**src/rtl/ps2_pkg.sv**
```systemverilog
`default_nettype none
// ============================================================================
// Module      : ps2_pkg
// Description : Shared definitions for the PS/2 key tracker. Holds the
//               prefix and modifier scan codes, the handshake FSM state
//               encoding, the held-key table entry type, and a small
//               letter-range helper used for Shift/Caps handling.
// Ports       : none (package)
// Revision    : 1.0 - initial release
// ============================================================================
package ps2_pkg;

  localparam logic [7:0] PS2_EXT    = 8'hE0;
  localparam logic [7:0] PS2_BRK    = 8'hF0;
  localparam logic [7:0] PS2_LSHIFT = 8'h12;
  localparam logic [7:0] PS2_RSHIFT = 8'h59;
  localparam logic [7:0] PS2_CAPS   = 8'h58;

  // Byte handshake with the receive FIFO
  typedef enum logic [1:0] {
    S_IDLE = 2'd0,
    S_POP  = 2'd1,
    S_GAP  = 2'd2
  } ps2_state_t;

  // One slot of the held-key table; identity is the full {ext, code} pair
  typedef struct packed {
    logic       ext;
    logic [7:0] code;
  } held_entry_t;

  // True for lowercase ASCII letters 'a'..'z'
  function automatic logic is_lower(input logic [7:0] a);
    return (a >= 8'h61) && (a <= 8'h7A);
  endfunction

endpackage
`default_nettype wire

```
**src/rtl/ps2_scan2ascii.sv**
```systemverilog
`default_nettype none
// ============================================================================
// Module      : ps2_scan2ascii
// Description : Combinational PS/2 set-2 scan code to ASCII lookup.
//               Returns lowercase letters, digits, space and carriage
//               return; every other code maps to 0x00.
// Ports       : scan  [7:0] in  - scan code without prefixes
//               ascii [7:0] out - unshifted ASCII value or 0x00
// Revision    : 1.0 - initial release
// ============================================================================
module ps2_scan2ascii (
  input  logic [7:0] scan,
  output logic [7:0] ascii
);

  always_comb begin
    ascii = 8'h00;
    case (scan)
      8'h1C: ascii = 8'h61; // a
      8'h32: ascii = 8'h62; // b
      8'h21: ascii = 8'h63; // c
      8'h23: ascii = 8'h64; // d
      8'h24: ascii = 8'h65; // e
      8'h2B: ascii = 8'h66; // f
      8'h34: ascii = 8'h67; // g
      8'h33: ascii = 8'h68; // h
      8'h43: ascii = 8'h69; // i
      8'h3B: ascii = 8'h6A; // j
      8'h42: ascii = 8'h6B; // k
      8'h4B: ascii = 8'h6C; // l
      8'h3A: ascii = 8'h6D; // m
      8'h31: ascii = 8'h6E; // n
      8'h44: ascii = 8'h6F; // o
      8'h4D: ascii = 8'h70; // p
      8'h15: ascii = 8'h71; // q
      8'h2D: ascii = 8'h72; // r
      8'h1B: ascii = 8'h73; // s
      8'h2C: ascii = 8'h74; // t
      8'h3C: ascii = 8'h75; // u
      8'h2A: ascii = 8'h76; // v
      8'h1D: ascii = 8'h77; // w
      8'h22: ascii = 8'h78; // x
      8'h35: ascii = 8'h79; // y
      8'h1A: ascii = 8'h7A; // z
      8'h45: ascii = 8'h30; // 0
      8'h16: ascii = 8'h31; // 1
      8'h1E: ascii = 8'h32; // 2
      8'h26: ascii = 8'h33; // 3
      8'h25: ascii = 8'h34; // 4
      8'h2E: ascii = 8'h35; // 5
      8'h36: ascii = 8'h36; // 6
      8'h3D: ascii = 8'h37; // 7
      8'h3E: ascii = 8'h38; // 8
      8'h46: ascii = 8'h39; // 9
      8'h29: ascii = 8'h20; // space
      8'h5A: ascii = 8'h0D; // enter
      default: ascii = 8'h00;
    endcase
  end

endmodule
`default_nettype wire

```
**src/rtl/ps2_key_tracker.sv**
```systemverilog
`default_nettype none
// ============================================================================
// Module      : ps2_key_tracker
// Description : Pops bytes from the PS/2 receive FIFO (one per 3 cycles),
//               decodes E0/F0 prefixes, tracks up to MAX_HELD held keys,
//               applies Shift/Caps Lock to ASCII and keeps a BCD press count.
// Parameters  : MAX_HELD   - held-key table depth (>=1)
//               CNT_DIGITS - BCD digits in press_cnt (>=1)
// Macro       : PS2_TYPEMATIC_FILTER_EN - when defined, repeat makes of an
//               already-held key do not increment press_cnt.
// Ports       : clk, clr (async active-high reset)
//               rx_data/rx_ready  - FIFO head byte / non-empty flag
//               rx_next_n         - active-low pop strobe
//               key_code/key_ext/key_ascii - last pressed key
//               disp_en, held_cnt, held_ovf - held-key table status
//               shift, caps       - modifier state
//               press_cnt         - BCD press counter, digit 0 in [3:0]
// Revision    : 1.0 - initial release
// ============================================================================
module ps2_key_tracker #(
  parameter int MAX_HELD   = 4,
  parameter int CNT_DIGITS = 2
) (
  input  logic                         clk,
  input  logic                         clr,
  input  logic [7:0]                   rx_data,
  input  logic                         rx_ready,
  output logic                         rx_next_n,
  output logic [7:0]                   key_code,
  output logic                         key_ext,
  output logic [7:0]                   key_ascii,
  output logic                         disp_en,
  output logic [$clog2(MAX_HELD+1)-1:0] held_cnt,
  output logic                         held_ovf,
  output logic                         shift,
  output logic                         caps,
  output logic [4*CNT_DIGITS-1:0]      press_cnt
);
  import ps2_pkg::*;

  localparam int              HCW     = $clog2(MAX_HELD + 1);
  localparam logic [HCW-1:0]  CNT_ONE = HCW'(1);

  // Handshake FSM
  ps2_state_t state, state_nx;

  // Byte in flight and prefix flags
  logic [7:0]  byte_q;
  logic        ext_f, brk_f, ext_nx, brk_nx;

  // Held-key table, entries [0 .. held_cnt-1] valid and packed to the front
  held_entry_t tbl    [MAX_HELD];
  held_entry_t tbl_nx [MAX_HELD];
  held_entry_t cur;

  // Modifier bits
  logic lshift_b, rshift_b, caps_down;
  logic ls_nx, rs_nx, cdown_nx, caps_nx;

  // Output next values
  logic [7:0]            code_nx, ascii_nx;
  logic                  kext_nx, disp_nx, ovf_nx;
  logic [HCW-1:0]        cnt_nx;
  logic [4*CNT_DIGITS-1:0] press_inc, press_nx;
  logic                  cnt_inc, bcd_carry;

  // Lookup and table search results
  logic [7:0] raw_ascii, adj_ascii;
  logic       hit;
  int         hit_idx;

  ps2_scan2ascii u_lut (
    .scan  (byte_q),
    .ascii (raw_ascii)
  );

  assign shift = lshift_b | rshift_b;
  assign cur   = {ext_f, byte_q};

  // ---------------------------------------------------------------- FSM
  always_ff @(posedge clk or posedge clr) begin
    if (clr) begin
      state <= S_IDLE;
    end else begin
      state <= state_nx;
    end
  end

  always_comb begin
    state_nx  = state;
    rx_next_n = 1'b1;
    case (state)
      S_IDLE: if (rx_ready) state_nx = S_POP;
      S_POP: begin
        rx_next_n = 1'b0;
        state_nx  = S_GAP;
      end
      S_GAP:   state_nx = S_IDLE;
      default: state_nx = S_IDLE;
    endcase
  end

  // ------------------------------------------------------- ASCII / BCD
  // Letters only take Shift xor Caps; extended keys never map.
  always_comb begin
    adj_ascii = raw_ascii;
    if (ext_f) begin
      adj_ascii = 8'h00;
    end else if (is_lower(raw_ascii) && (shift ^ caps)) begin
      adj_ascii = raw_ascii - 8'h20;
    end
  end

  always_comb begin
    press_inc = press_cnt;
    bcd_carry = 1'b1;
    for (int d = 0; d < CNT_DIGITS; d++) begin
      if (bcd_carry) begin
        if (press_cnt[4*d +: 4] == 4'd9) begin
          press_inc[4*d +: 4] = 4'd0;
        end else begin
          press_inc[4*d +: 4] = press_cnt[4*d +: 4] + 4'd1;
          bcd_carry = 1'b0;
        end
      end
    end
  end

  // ---------------------------------------------------- table search
  always_comb begin
    hit     = 1'b0;
    hit_idx = 0;
    for (int i = 0; i < MAX_HELD; i++) begin
      if (!hit && (i < int'(held_cnt)) && (tbl[i] == cur)) begin
        hit     = 1'b1;
        hit_idx = i;
      end
    end
  end

  // ----------------------------------------------------------- decode
  // Next values default to current; only the POP cycle changes anything.
  always_comb begin
    ext_nx   = ext_f;
    brk_nx   = brk_f;
    tbl_nx   = tbl;
    cnt_nx   = held_cnt;
    ovf_nx   = held_ovf;
    code_nx  = key_code;
    kext_nx  = key_ext;
    ascii_nx = key_ascii;
    disp_nx  = disp_en;
    ls_nx    = lshift_b;
    rs_nx    = rshift_b;
    caps_nx  = caps;
    cdown_nx = caps_down;
    cnt_inc  = 1'b0;

    if (state == S_POP) begin
      if (byte_q == PS2_EXT) begin
        ext_nx = 1'b1;
      end else if (byte_q == PS2_BRK) begin
        brk_nx = 1'b1;
      end else begin
        ext_nx = 1'b0;
        brk_nx = 1'b0;
        if (!ext_f && (byte_q == PS2_LSHIFT)) begin
          ls_nx = !brk_f;
        end else if (!ext_f && (byte_q == PS2_RSHIFT)) begin
          rs_nx = !brk_f;
        end else if (!ext_f && (byte_q == PS2_CAPS)) begin
          // Typematic repeats of Caps arrive while caps_down is set
          if (!brk_f) begin
            if (!caps_down) caps_nx = !caps;
            cdown_nx = 1'b1;
          end else begin
            cdown_nx = 1'b0;
          end
        end else if (!brk_f) begin
          code_nx  = byte_q;
          kext_nx  = ext_f;
          ascii_nx = adj_ascii;
          disp_nx  = 1'b1;
          if (!hit) begin
            cnt_inc = 1'b1;
            if (int'(held_cnt) < MAX_HELD) begin
              for (int i = 0; i < MAX_HELD; i++) begin
                if (i == int'(held_cnt)) tbl_nx[i] = cur;
              end
              cnt_nx = held_cnt + CNT_ONE;
            end else begin
              ovf_nx = 1'b1;
            end
          end else begin
`ifdef PS2_TYPEMATIC_FILTER_EN
            cnt_inc = 1'b0;
`else
            cnt_inc = 1'b1;
`endif
          end
        end else if (hit) begin
          // Close the gap left by the released key
          for (int i = 0; i < MAX_HELD - 1; i++) begin
            if (i >= hit_idx) tbl_nx[i] = tbl[i+1];
          end
          tbl_nx[MAX_HELD-1] = '0;
          cnt_nx  = held_cnt - CNT_ONE;
          disp_nx = (held_cnt != CNT_ONE);
        end
      end
    end
  end

  assign press_nx = cnt_inc ? press_inc : press_cnt;

  always_ff @(posedge clk or posedge clr) begin
    if (clr) begin
      byte_q    <= 8'h00;
      ext_f     <= 1'b0;
      brk_f     <= 1'b0;
      held_cnt  <= '0;
      held_ovf  <= 1'b0;
      key_code  <= 8'h00;
      key_ext   <= 1'b0;
      key_ascii <= 8'h00;
      disp_en   <= 1'b0;
      lshift_b  <= 1'b0;
      rshift_b  <= 1'b0;
      caps      <= 1'b0;
      caps_down <= 1'b0;
      press_cnt <= '0;
      for (int i = 0; i < MAX_HELD; i++) tbl[i] <= '0;
    end else begin
      if ((state == S_IDLE) && rx_ready) byte_q <= rx_data;
      ext_f     <= ext_nx;
      brk_f     <= brk_nx;
      held_cnt  <= cnt_nx;
      held_ovf  <= ovf_nx;
      key_code  <= code_nx;
      key_ext   <= kext_nx;
      key_ascii <= ascii_nx;
      disp_en   <= disp_nx;
      lshift_b  <= ls_nx;
      rshift_b  <= rs_nx;
      caps      <= caps_nx;
      caps_down <= cdown_nx;
      press_cnt <= press_nx;
      for (int i = 0; i < MAX_HELD; i++) tbl[i] <= tbl_nx[i];
    end
  end

endmodule
`default_nettype wire

```
**config.mk**
```make
export PLATFORM = sky130hd
export DESIGN_NAME = ps2_key_tracker
export DESIGN_NICKNAME = d
export VERILOG_FILES = /design/src/rtl/ps2_pkg.sv /design/src/rtl/ps2_scan2ascii.sv /design/src/rtl/ps2_key_tracker.sv
export SDC_FILE = /design/constraint.sdc
export NUM_CORES = 1
export LEC_CHECK = 0
export BUFFER_PORTS_ARGS = -buffer_cell sky130_fd_sc_hd__buf_2
export CORE_MARGIN = 2
export CORE_UTILIZATION = 40
export CTS_CLUSTER_SIZE = 25
export DETAILED_ROUTE_END_ITERATION = 16
export PLACE_DENSITY = 0.61
export RECOVER_POWER = 100
export SYNTH_ARGS = -nofsm -noshare
export SYNTH_HDL_FRONTEND = slang
export SYNTH_HIERARCHICAL = 1
export SYNTH_SLANG_ARGS = --single-unit
```
**constraint.sdc**
```tcl
create_clock -name clk -period 4.3 [get_ports clk]
set_input_delay 0.86 -clock clk [delete_from_list [all_inputs] [get_ports clk]]
set_output_delay 0.86 -clock clk [all_outputs]
set_load 0.005 [all_outputs]
```
**Word level (Yosys, flattened, before mapping)**

Memories as Yosys holds them, arrays and structs flattened.
Cells that the tools add are included.

- Add/sub/neg operators: 5
- Bitwise operators: 11
- $lt $le $gt $ge: 10
- Equality and inequality tests: 23
- Reduce and logical (&&, ||, !) cells: 41
- Muxes and demuxes: 43

Operators by type and width:

| operator | count |
|---|---|
| 36-bit two-way mux | 4 |
| 32-bit two-way mux | 2 |
| 9-bit two-way mux | 7 |
| 9-bit == test | 4 |
| 11-bit AND reduction | 3 |
| 1-bit by 32-bit greater-or-equal comparator with 1-bit output (first input constant) | 1 |
| 2-bit by 32-bit greater-or-equal comparator with 1-bit output (first input constant) | 1 |
| 3-bit by 32-bit greater-or-equal comparator with 1-bit output (first input constant) | 1 |
| 8-bit two-way mux | 3 |
| 1-bit two-way mux | 19 |
| 9-bit AND reduction | 2 |
| 8-bit by 7-bit == test with 1-bit output (second input constant) | 2 |
| 8-bit == test (second input constant) | 2 |
| 7-bit AND reduction | 2 |
| 1-bit logical AND | 13 |
| 3-bit two-way mux | 4 |
| 10-bit AND reduction | 1 |
| 2-bit nonzero test | 5 |
| 1-bit inverter | 9 |
| 4-bit by 1-bit adder with 4-bit output (second input constant) | 2 |
| 4-bit == test (second input constant) | 2 |
| 8-bit by 5-bit == test with 1-bit output (second input constant) | 1 |
| 8-bit by 7-bit greater-or-equal comparator with 1-bit output (second input constant) | 1 |
| 8-bit by 7-bit <= comparator with 1-bit output (second input constant) | 1 |
| other kinds (25) | 41 |

- Flip-flop bits (word level): 82
- Logic and storage cells: 158
- ROM bits: 896
- Output and inout bits: 33
- Memories kept: 1

Memories:

| memory | words | width | rd ports | clocked after memory_dff | write ports | RTL line | text |
|---|---|---|---|---|---|---|---|
| (no name shown) | 128 | 7 | 1 | 0 | 0 | ps2_scan2ascii.sv:18 | `case (scan)` |

**Depth between registers and ports, before layout**

Gate-level depths: netlist of the first run.

- Depth after elaboration: 19
- Mapped depth: 11
- Depth with buffers taken out: 11

**Cells and area by module**

The synthesis of the first run kept the hierarchy.

Modules (own cells, without submodules):

| module | cells each | times used | sequential area each (µm²) | area an instance (µm²) |
|---|---|---|---|---|
| ps2_key_tracker | 417 | 1 | 2052.0 | 4271.6 |
| ps2_scan2ascii | 115 | 1 | 0.0 | 792.0 |

**Worst setup path after synthesis of the first run**

No wires, ideal clock.

- Path kind: register to register
- From: reg byte_q[1]
- To: reg tbl[27] (netlist name)
- Library setup time: 125 ps
- Slack: 1203 ps
- Data required time: 4175 ps
- Path buffers: 1
- Arrival time: 2972 ps
- Period minus slack after synthesis: 3097 ps
- Stages on the path, launching flop included: 11
- Cells stage by stage: dfrtp_1 > buf_2 > xor2_1 > nor4_1 > nand4_1 > nor2b_1 > and3_1 > ha_1 > or4_1 > a21oi_4 > mux2_2

- Longest elaborated chain between the ends: 18

RTL lines:

| element | RTL line | text |
|---|---|---|
| start, declared | ps2_key_tracker.sv:48 | `logic [7:0] byte_q;` |
| start signal, assigned | ps2_key_tracker.sv:234 | `if ((state == S_IDLE) && rx_ready) byte_q <= rx_data;` |
| 9-bit == test | ps2_key_tracker.sv:134 | `if (!hit && (i < int'(held_cnt)) && (tbl[i] == cur)) begin` |
| 1-bit logical AND | ps2_key_tracker.sv:134 |  |
| 1-bit two-way mux | ps2_key_tracker.sv:134 |  |
| 1-bit zero test | ps2_key_tracker.sv:134 |  |
| 1-bit logical AND (2 in series) | ps2_key_tracker.sv:134 |  |
| 1-bit two-way mux | ps2_key_tracker.sv:134 |  |
| 1-bit zero test | ps2_key_tracker.sv:134 |  |
| 1-bit logical AND (2 in series) | ps2_key_tracker.sv:134 |  |
| 1-bit two-way mux | ps2_key_tracker.sv:134 |  |
| 1-bit zero test | ps2_key_tracker.sv:134 |  |
| 1-bit logical AND (2 in series) | ps2_key_tracker.sv:134 |  |
| 32-bit two-way mux | ps2_key_tracker.sv:134 |  |
| 1-bit by 32-bit greater-or-equal comparator with 1-bit output | ps2_key_tracker.sv:204 | `if (i >= hit_idx) tbl_nx[i] = tbl[i+1];` |
| 2-bit by 1-bit != test with 1-bit output (no source line) | -- |  |
| 11-bit AND reduction (no source line) (*) | -- |  |

Every way passes the cells marked *; elsewhere a longest branch is shown, timed or not.
A chain may end at the register's enable or synchronous reset.

**Final worst setup path of the first run**

- From: reg byte_q[1]
- To: reg tbl[30] (netlist name)

- Longest elaborated chain between the ends: 18

RTL lines:

| element | RTL line |
|---|---|
| 9-bit == test | ps2_key_tracker.sv:134 |
| 1-bit logical AND | ps2_key_tracker.sv:134 |
| 1-bit two-way mux | ps2_key_tracker.sv:134 |
| 1-bit zero test | ps2_key_tracker.sv:134 |
| 1-bit logical AND (2 in series) | ps2_key_tracker.sv:134 |
| 1-bit two-way mux | ps2_key_tracker.sv:134 |
| 1-bit zero test | ps2_key_tracker.sv:134 |
| 1-bit logical AND (2 in series) | ps2_key_tracker.sv:134 |
| 1-bit two-way mux | ps2_key_tracker.sv:134 |
| 1-bit zero test | ps2_key_tracker.sv:134 |
| 1-bit logical AND (2 in series) | ps2_key_tracker.sv:134 |
| 32-bit two-way mux | ps2_key_tracker.sv:134 |
| 1-bit by 32-bit greater-or-equal comparator with 1-bit output | ps2_key_tracker.sv:204 |
| 2-bit by 1-bit != test with 1-bit output (no source line) | -- |
| 11-bit AND reduction (no source line) (*) | -- |

Marked as above.

==> metrics.cfg, run 1 <==
[grt]
grt_overflow = 0
grt_pass1_vias = 3902
grt_first_pass_wirelength_um = 20230
antenna_found_initial = 0
grt_max_degree = 62
grt_usage_pct = 19.36

[floorplan]
dieArea_um2 = 13570
dieWidth_um = 116.5
boundaryPins = 44
rows = 41
die_h_um = 116.5
start_util_pct = 40.62
core-area_um2 = 12470

[timing]
worst_slack_ns = 0.5648
fin_crit_sh_pct = 86.87
fin_setup_tns_ns = 0
fin_crit_ns = 3.735
hold_ws_ns = 0.4644
max_slew_margin_pct = -80.60
rsz0062_at_grt = no
tightest_slew_ns = 2.694
final-hold-violation-count = 0
finalMaxSlewViolations = 62
setup_violations = 0
clock_skew_ns = 0.007757
fmax_mhz = 267.7

[worst_setup_path]
cpMaxStageDelayCell = dfrtp_1
criticalPathCategory = reg2reg
crit_buf_inv = 0
cpLargestDelayFamily = simple AND/OR/NAND/NOR gates
worst_setup_path_end_kind = flop
cp_max_fo = 18
cp-start-kind = flop
required_ns = 4.53
crit_arrival_ns = 3.96
slowest_delay_ns = 0.80
crit_chain = xor2_1, nor4_1, nand4_1, nor2b_1, and3_1, ha_1, or4_1, a21oi_2, mux2_2

[route]
drt_first_pass_iters = 5
drt.antenna.violating_nets = 0
totalWireLength_um = 12380
routedWlPerCell_um = 16.64
num_vias = 4051
drcViolationCount = 0
drtIter0Drc = 349
via_per_inst = 5.445

[power_and_ir_drop]
power_leakage_nw = 2.527
seq_power_share_pct = 37.2
p_int_mw = 2.229
p_sw_share_pct = 40.85
switchingPower_mw = 1.539
power_mw = 3.767
ir_drop_uv = 239.1
power_density_nw_per_um2 = 667.5
power_frac_comb_pct = 42.1
pwr-share-clk_pct = 20.7

[place]
pre_cts_ws_ns = 0.6053
gp_congestion = 0.9000
portBuffers = 43
dp_hpwl_um = 8654

[synthesis]
yosysWarnings = 6
yosys-top-cells-area = dfrtp_1 (41%), mux2_2 (8.0%), nand2_1 (7.4%), xor2_1 (4.5%), ha_1 (4.0%)
synthesis.area_um2 = 5064
ys.flop_type = dfrtp_1
yosysTopAreaCellShare_pct = 40.52
yosys.area.top_type = dfrtp_1
synthesis.nets = 559
synthCells = 532
synth.distinct_cells = 73
avgSynthCellArea_um2 = 9.518
yosysMostFrequentCell = nand2_1
synth-seq-cells = 82
synth-edff-count = 0
synth_commonest_cells = nand2_1 (100), dfrtp_1 (82), mux2_2 (36)
async_flop_share_pct = 100.0
synth-seq-area-share_pct = 40.52

[clocking]
clkTransAtPathRegs_ns = 0.06
cts_buffer_depth = 2
cts_root_buf = clkbuf_16
cts_buffers = 9
cts_tree = built
ctsResizeCount = 0
clock_sinks = 82
cts_hold_buf = 0
clk_latency_ns = 0.34
post-cts-setup-buffers = 0
htreeDepth = 3

[finish]
syn_to_final_growth_pct = 11.47
n_antenna_cell = 0
final_nets = 595
drive_above_1_share_pct = 14.69
nFillCells = 1223

[job]
drv_cap = 1

[outcome]
outcome = finished with violations
violations = capacitance limit, slew limit

[min_path]
hp-class = reg2reg

final timing paths:
check	cells after the start	slack, ns	start	endpoint
max	9	0.56	byte_q[1]	tbl[30]
min	2	0.46	key_ascii[2]	key_ascii[2]
max reg2reg	9	0.56	byte_q[1]	tbl[30]
min in group asynchronous	2	1.26	clr	press_cnt[2]
min reg2reg	2	0.46	key_ascii[2]	key_ascii[2]
max in group asynchronous	3	1.19	clr	key_ascii[6]
registers in the layout, indices dropped and copies added (netlist names):
name / cells
held_ovf: 1
byte_q: 8
caps_down: 1
ext_f: 1
caps: 1
disp_en: 1
key_code: 8
key_ext: 1
press_cnt: 8
key_ascii: 8
rshift_b: 1
brk_f: 1
lshift_b: 1
held_cnt: 3
tbl: 36
state: 2
logic make-up after synthesis:
family	after synthesis	synth area share [%]
other	1	0.07406
adders and majority gates	16	3.954
buffers and inverters	57	5.065
and+or+nand+nor	193	18.33
DFF	82	40.52
AOI/OAI and AO/OA	85	12.85
xor gates and xnor gates	44	7.611
muxes	54	11.59
worst reg2reg max path, cell delays in order (launching register included):
cell and delay (ns):
dfrtp_1 0.80, xor2_1 0.14, nor4_1 0.44, nand4_1 0.21
nor2b_1 0.19, and3_1 0.19, ha_1 0.23, or4_1 0.56
a21oi_2 0.46, mux2_2 0.40
metrics by stage:
step / instance area, um^2 / instances / util [%]
floorplan: 5064 / 532 / -
global placement: 5430 / 729 / 43.56
detailed placement: 5430 / 729 / 43.56
CTS: 5724 / 744 / 45.92
global route: 5644 / 744 / 45.28
finish: 5644 / 744 / 45.28
routing by layer:
| metal | share of wire [%] | global-route usage, % | vias to the layer above |
|---|---|---|---|
| met3 | 5.5 | 4.619 | 19 |
| met4 | 1.4 | 6.032 | 0 |
| met2 | 49 | 32.13 | 124 |
| li1 | - | - | 1914 |
| met5 | 0 | 0 | - |
| met1 | 44 | 25.07 | 1994 |
power groups by stage:
stage	clock [mW]	combinational, mW	sequential [mW]
2_1_floorplan	0	1.23	1.31
3_3_place_gp	0	1.60	1.40
3_5_place_dp	0	1.62	1.41
4_1_cts	0.795	1.63	1.40
5_1_grt	0.832	1.78	1.45
6_report	0.780	1.58	1.40
layout make-up:
cell class / count / area, um^2 / share of cell area, %
Clock inverter: 4 / 51.30 / 0.9089
Multi-Input combinational cell: 393 / 2728 / 48.33
Timing Repair Buffer: 55 / 252.7 / 4.478
Inverter: 27 / 102.6 / 1.818
Tap cell: 172 / 215.2 / 3.813
Clock buffer: 11 / 242.7 / 4.301
Sequential cell: 82 / 2052 / 36.36
cells in the final DEF (no fill, tap or decap), types with 16 or more instances in the layout:
master,n
nand2_1,100
dfrtp_1,82
mux2_2,36
clkbuf_1,32
xor2_1,26
inv_1,23
xnor2_1,18
a21oi_1,18
mux2i_1,17
nor2_1,16
o21ai_0,16
ha_1,16
buf_2,16
(Power assumes the default switching activity.)
==> inputs of run 2 (changes only) <==
--- a/config.mk
+++ b/config.mk
@@ -6,7 +6,6 @@
 export NUM_CORES = 1
 export LEC_CHECK = 0
 export BUFFER_PORTS_ARGS = -buffer_cell sky130_fd_sc_hd__buf_2
-export CORE_MARGIN = 2
 export CORE_UTILIZATION = 40
 export CTS_CLUSTER_SIZE = 25
 export DETAILED_ROUTE_END_ITERATION = 16
==> constraint.sdc (replaced) <==
create_clock -name clk -period 4.3 [get_ports clk]
set_input_delay 0 -clock clk [delete_from_list [all_inputs] [get_ports clk]]
set_output_delay 0 -clock clk [all_outputs]
set_load 0.005 [all_outputs]
==> metrics.cfg, run 2 (synthesis gave the netlist of run 1 again) <==
[power_and_ir_drop]
p_sw_share_pct = 41.83  ; +0.99 points
power_frac_comb_pct = 42.8  ; +0.7 points
power_leakage_nw = 2.594  ; +2.6%
p_int_mw = 2.175  ; -2.4%
ir_drop_uv = 214.4  ; -10%
seq_power_share_pct = 37.6  ; +0.4 points
power_mw = 3.740  ; -0.73%
power_density_nw_per_um2 = 652.9  ; -2.2%
switchingPower_mw = 1.564  ; +1.7%
pwr-share-clk_pct = 19.6  ; -1.1 points

[timing]
fin_crit_ns = 3.834  ; +0.09878 ns
fin_setup_tns_ns = 0  ; unchanged
clock_skew_ns = 0.008699  ; +0.0009419 ns
rsz0062_at_grt = no
finalMaxSlewViolations = 0  ; -100%
tightest_slew_ns = 1.495  ; -1.200 ns
fin_crit_sh_pct = 89.16  ; +2.3 points
final-hold-violation-count = 0  ; unchanged
fmax_mhz = 260.8  ; -2.6%
setup_violations = 0  ; unchanged
max_slew_margin_pct = 0.3653  ; +81 points

[finish]
largest_register = tbl
fin_area_um2 = 5728  ; +1.5%
n_antenna_cell = 0  ; unchanged
final_nets = 605  ; +1.7%
syn_to_final_growth_pct = 13.12
final_common_cell = nand2_1
drive_above_1_share_pct = 16.30  ; +1.6 points
final_cell_mix = nand2_1 (100), dfrtp_1 (82), mux2_2 (35), buf_2 (27), xor2_1 (26)
nFillCells = 1194  ; -2.4%
largest_reg_flops = 36  ; unchanged

[clocking]
ctsResizeCount = 0  ; unchanged
clk_latency_ns = 0.35  ; about the same
clock_sinks = 82  ; unchanged
cts_tree = built
post-cts-setup-buffers = 0  ; unchanged
clkTransAtPathRegs_ns = 0.06  ; about the same
cts_buffers = 9  ; unchanged
htreeDepth = 3  ; unchanged
cts_hold_buf = 9  ; +9
cts_buffer_depth = 2  ; unchanged
cts_root_buf = clkbuf_16

[route]
drt.antenna.violating_nets = 0  ; unchanged
drt_first_pass_iters = 4  ; -1
drcViolationCount = 0  ; unchanged
drtIter0Drc = 272  ; -22%
via_per_inst = 5.313  ; -2.4%
totalWireLength_um = 12440  ; +0.47%
wl_met3_um = 450  ; -34%
dr.max_layer_used = met4
routedWlPerCell_um = 16.56  ; -0.47%
num_vias = 3990  ; -1.5%
drt-met1-wl_um = 5639  ; +3.0%
wl_met2_um = 6083  ; +0.66%

[grt]
grt_pass1_vias = 3987  ; +2.2%
antenna_found_initial = 0  ; unchanged
grt_usage_pct = 20.32  ; +0.96 points
grt_first_pass_wirelength_um = 20400  ; +0.86%
grt_overflow = 0  ; unchanged
grt_max_degree = 60  ; -3.2%

[floorplan]
start_util_pct = 41.64  ; +1.0 points
rows = 40  ; -2.4%
boundaryPins = 44  ; unchanged
dieWidth_um = 114.5  ; -1.7%
core-area_um2 = 12160  ; -2.4%
dieArea_um2 = 13110  ; -3.4%
die_h_um = 114.5  ; -1.7%

[worst_setup_path]
cp_max_fo = 18  ; unchanged
crit_arrival_ns = 4.06  ; +0.10 ns
criticalPathCategory = reg2reg
cp-start-kind = flop
required_ns = 4.53  ; about the same
worst_setup_path_end_kind = flop

[place]
gp_congestion = 0.9008  ; about the same
placed_area_um2 = 5433  ; about the same
portBuffers = 43  ; unchanged
dp_hpwl_um = 8747  ; +1.1%

[min_path]
hp-class = in2reg

[job]
drv_cap = 1  ; unchanged

[outcome]
violations = capacitance limit
outcome = finished with violations

run 2: path summary, 6_finish.rpt:
| kind | from | endpoint | slack [ns] | cells after the start |
|---|---|---|---|---|
| setup reg to reg | byte_q[1] | tbl[23] | 0.47 | 9 |
| hold / removal | rx_ready | state[0] | 0.24 | 3 |
| max in group asynchronous | clr | tbl[0] | 1.98 | 4 |
| hold reg to reg | key_ascii[0] | key_ascii[0] | 0.47 | 2 |
| setup / recovery | byte_q[1] | tbl[23] | 0.47 | 9 |
| min in group asynchronous | clr | press_cnt[4] | 0.38 | 3 |
run 2: final cells by class:
type                    instances  area (um^2)  share of cell area [%]
clock buffers                  10        229.0                   3.997
repair buffers                 65        361.6                   6.313
clock inverters                 6        50.05                  0.8737
well taps                     168        210.2                   3.670
inverters                      27        102.6                   1.791
flip-flops and latches         82         2052                   35.82
multi-input cells             393         2723                   47.53
run 2: metrics by stage:
stage | cells | utilization (%) | setup slack [ns] | hold slack (ns)
after global routing | 751 | 47.10 | 0.2250 | 0.2936
after detailed placement | 726 | 44.67 | 0.7252 | 0.001480
after floorplan | 532 | - | 1.203 | 0.1517
after CTS | 751 | 47.71 | 0.7152 | 0.08485
after global placement | 726 | 44.67 | 0.8498 | -0.0004733
final | 751 | 47.10 | 0.4660 | 0.2376
run 2: routing by layer:
layer / track usage, % / up-vias
met4: 8.745 / 0
met5: 0 / -
li1: - / 1944
met2: 33.70 / 93
met1: 26.13 / 1935
met3: 3.441 / 18
run 2: critical path: stages (launching register included):
cell	delay, ns
dfrtp_1	0.79
xor2_1	0.15
nor4_1	0.31
nand4_1	0.19
nor2b_1	0.18
and3_1	0.20
ha_1	0.24
a2111oi_4	0.53
o221ai_1	0.64
mux2_2	0.48
run 2: power by group through the flow:
stage	Sequential, mW	Combinational (mW)	Clock, mW
2_1_floorplan	1.31	1.23	0
3_3_place_gp	1.40	1.60	0
3_5_place_dp	1.42	1.62	0
4_1_cts	1.41	1.64	0.755
5_1_grt	1.46	1.79	0.781
6_report	1.41	1.60	0.734
==> inputs of run 3 (changes only) <==
==> constraint.sdc (replaced) <==
create_clock -name clk -period 4.3 [get_ports clk]
set_input_delay 0.86 -clock clk [delete_from_list [all_inputs] [get_ports clk]]
set_output_delay 0.86 -clock clk [all_outputs]
set_load 0.005 [all_outputs]
==> metrics.cfg, run 3 (synthesis gave the netlist of run 1 again) <==
[power_and_ir_drop]
power_leakage_nw = 2.548  ; -1.8%
power_mw = 3.743  ; about the same
p_sw_share_pct = 41.93  ; +0.10 points
p_int_mw = 2.174  ; about the same
seq_power_share_pct = 37.4  ; -0.2 points
switchingPower_mw = 1.570  ; +0.34%
pwr-share-clk_pct = 20.0  ; +0.4 points
ir_drop_uv = 224.5  ; +4.7%
power_frac_comb_pct = 42.6  ; -0.2 points
power_density_nw_per_um2 = 663.4  ; +1.6%

[floorplan]
core-area_um2 = 12160  ; unchanged
dieWidth_um = 114.5  ; unchanged
die_h_um = 114.5  ; unchanged
rows = 40  ; unchanged
boundaryPins = 44  ; unchanged
start_util_pct = 41.64  ; unchanged
dieArea_um2 = 13110  ; unchanged

[timing]
worst_slack_ns = 0.4980  ; +0.03199 ns
setup_violations = 0  ; unchanged
max_slew_margin_pct = -64.48  ; -65 points
clock_skew_ns = 0.008372  ; -0.0003270 ns
final-hold-violation-count = 0  ; unchanged
fin_crit_sh_pct = 88.42  ; -0.74 points
tightest_slew_ns = 2.454  ; +0.9592 ns
finalMaxSlewViolations = 58  ; +58
rsz0062_at_grt = no
fin_setup_tns_ns = 0  ; unchanged
fin_crit_ns = 3.802  ; -0.03199 ns
fmax_mhz = 263.0  ; +0.84%

[clocking]
ctsResizeCount = 0  ; unchanged
cts_buffer_depth = 2  ; unchanged
clock_sinks = 82  ; unchanged
clk_latency_ns = 0.34  ; about the same
cts_root_buf = clkbuf_16
post-cts-setup-buffers = 0  ; unchanged
clkTransAtPathRegs_ns = 0.06  ; about the same
cts_tree = built
cts_hold_buf = 0  ; -9
htreeDepth = 3  ; unchanged
cts_buffers = 9  ; unchanged

[finish]
largest_register = tbl
nFillCells = 1164  ; -2.5%
final_nets = 595  ; -1.7%
syn_to_final_growth_pct = 11.44
fin_area_um2 = 5643  ; -1.5%
drive_above_1_share_pct = 16.40  ; +0.11 points
final_cells = 741  ; -1.3%
n_antenna_cell = 0  ; unchanged
largest_reg_flops = 36  ; unchanged
final_common_cell = nand2_1
final_cell_mix = nand2_1 (100), dfrtp_1 (82), mux2_2 (36), xor2_1 (26), clkbuf_1 (24)

[min_path]
hp-start = key_ascii[2]
holdPathStages = 2  ; -1
hp-class = reg2reg
min_to = key_ascii[2]

[outcome]
violations = capacitance limit, slew limit
outcome = finished with violations

[grt]
grt_pass1_vias = 3938  ; -1.2%
grt_first_pass_wirelength_um = 20030  ; -1.8%
grt_max_degree = 58  ; -3.3%
grt_usage_pct = 19.75  ; -0.57 points
grt_overflow = 0  ; unchanged
antenna_found_initial = 0  ; unchanged

[route]
via_per_inst = 5.443  ; +2.4%
drt.antenna.violating_nets = 0  ; unchanged
routedWlPerCell_um = 16.38  ; -1.1%
num_vias = 4033  ; +1.1%
drcViolationCount = 0  ; unchanged
drtIter0Drc = 260  ; -4.4%
drt_first_pass_iters = 5  ; +1
totalWireLength_um = 12140  ; -2.4%

[place]
portBuffers = 43  ; unchanged
gp_congestion = 0.8926  ; -0.91%
dp_hpwl_um = 8696  ; -0.58%
dp_cells = 725  ; -0.14%
placed_area_um2 = 5425  ; -0.14%
pre_cts_ws_ns = 0.7192  ; -0.005988 ns

[worst_setup_path]
criticalPathCategory = reg2reg
worst_setup_path_end_kind = flop
rr_endpoint = key_ascii[6]
crit_arrival_ns = 4.03  ; -0.03 ns
reg2reg_slack_ns = 0.50  ; +0.03 ns
reg2reg_from = byte_q[1]
required_ns = 4.53  ; about the same
cp-start-kind = flop
cp_max_fo = 18  ; unchanged
reg2reg_depth = 11  ; +2

[job]
drv_cap = 1  ; unchanged

run 3: how the worst max path moves through the flow:
stage                     slack, ns       from      endpoint
after CTS                      0.70  byte_q[1]       tbl[24]
after detailed placement       0.72  byte_q[1]       tbl[24]
final                          0.50  byte_q[1]  key_ascii[6]
after global routing           0.31  byte_q[1]  key_ascii[6]
after floorplan                1.20  byte_q[1]       tbl[27]
after global placement         0.82  byte_q[1]       tbl[22]
run 3: metal layers:
metal,GRT usage (%),vias up,share of wire [%]
met1,25.55,1972,46
li1,-,1932,-
met3,4.129,17,4.2
met5,0,-,0
met4,5.974,0,1.7
met2,33.17,112,49
run 3: final cells by class:
cell class	instances	area, um^2	share of cell area (%)
repair buffers	55	265.3	4.701
well taps	168	210.2	3.725
clock inverters	7	60.06	1.064
multi-input cells	393	2728	48.34
flip-flops and latches	82	2052	36.36
clock buffers	9	225.2	3.991
inverters	27	102.6	1.818
run 3: worst max-delay path: stages (launching register included):
cell and delay (ns):
dfrtp_1 0.81, inv_1 0.26, ha_1 0.49, nand2_1 0.08, a211oi_1 0.30, nor4_1 0.10
a221oi_1 0.45, or4_1 0.18, o22ai_1 0.09, nor4_1 0.51, a21oi_1 0.14, a32o_1 0.29
run 3: per-stage QoR:
stage	util [%]	hold WS [ns]
floorplan	-	0.4357
global placement	44.61	0.4452
detailed placement	44.61	0.4518
CTS	46.95	0.4652
global route	46.40	0.4955
finish	46.40	0.4610
run 3: power by group through the flow:
stage / clock (mW) / combinational, mW / sequential, mW
6_report: 0.748 / 1.59 / 1.40
5_1_grt: 0.796 / 1.78 / 1.45
4_1_cts: 0.755 / 1.63 / 1.40
3_5_place_dp: 0 / 1.62 / 1.41
3_3_place_gp: 0 / 1.59 / 1.40
2_1_floorplan: 0 / 1.23 / 1.31
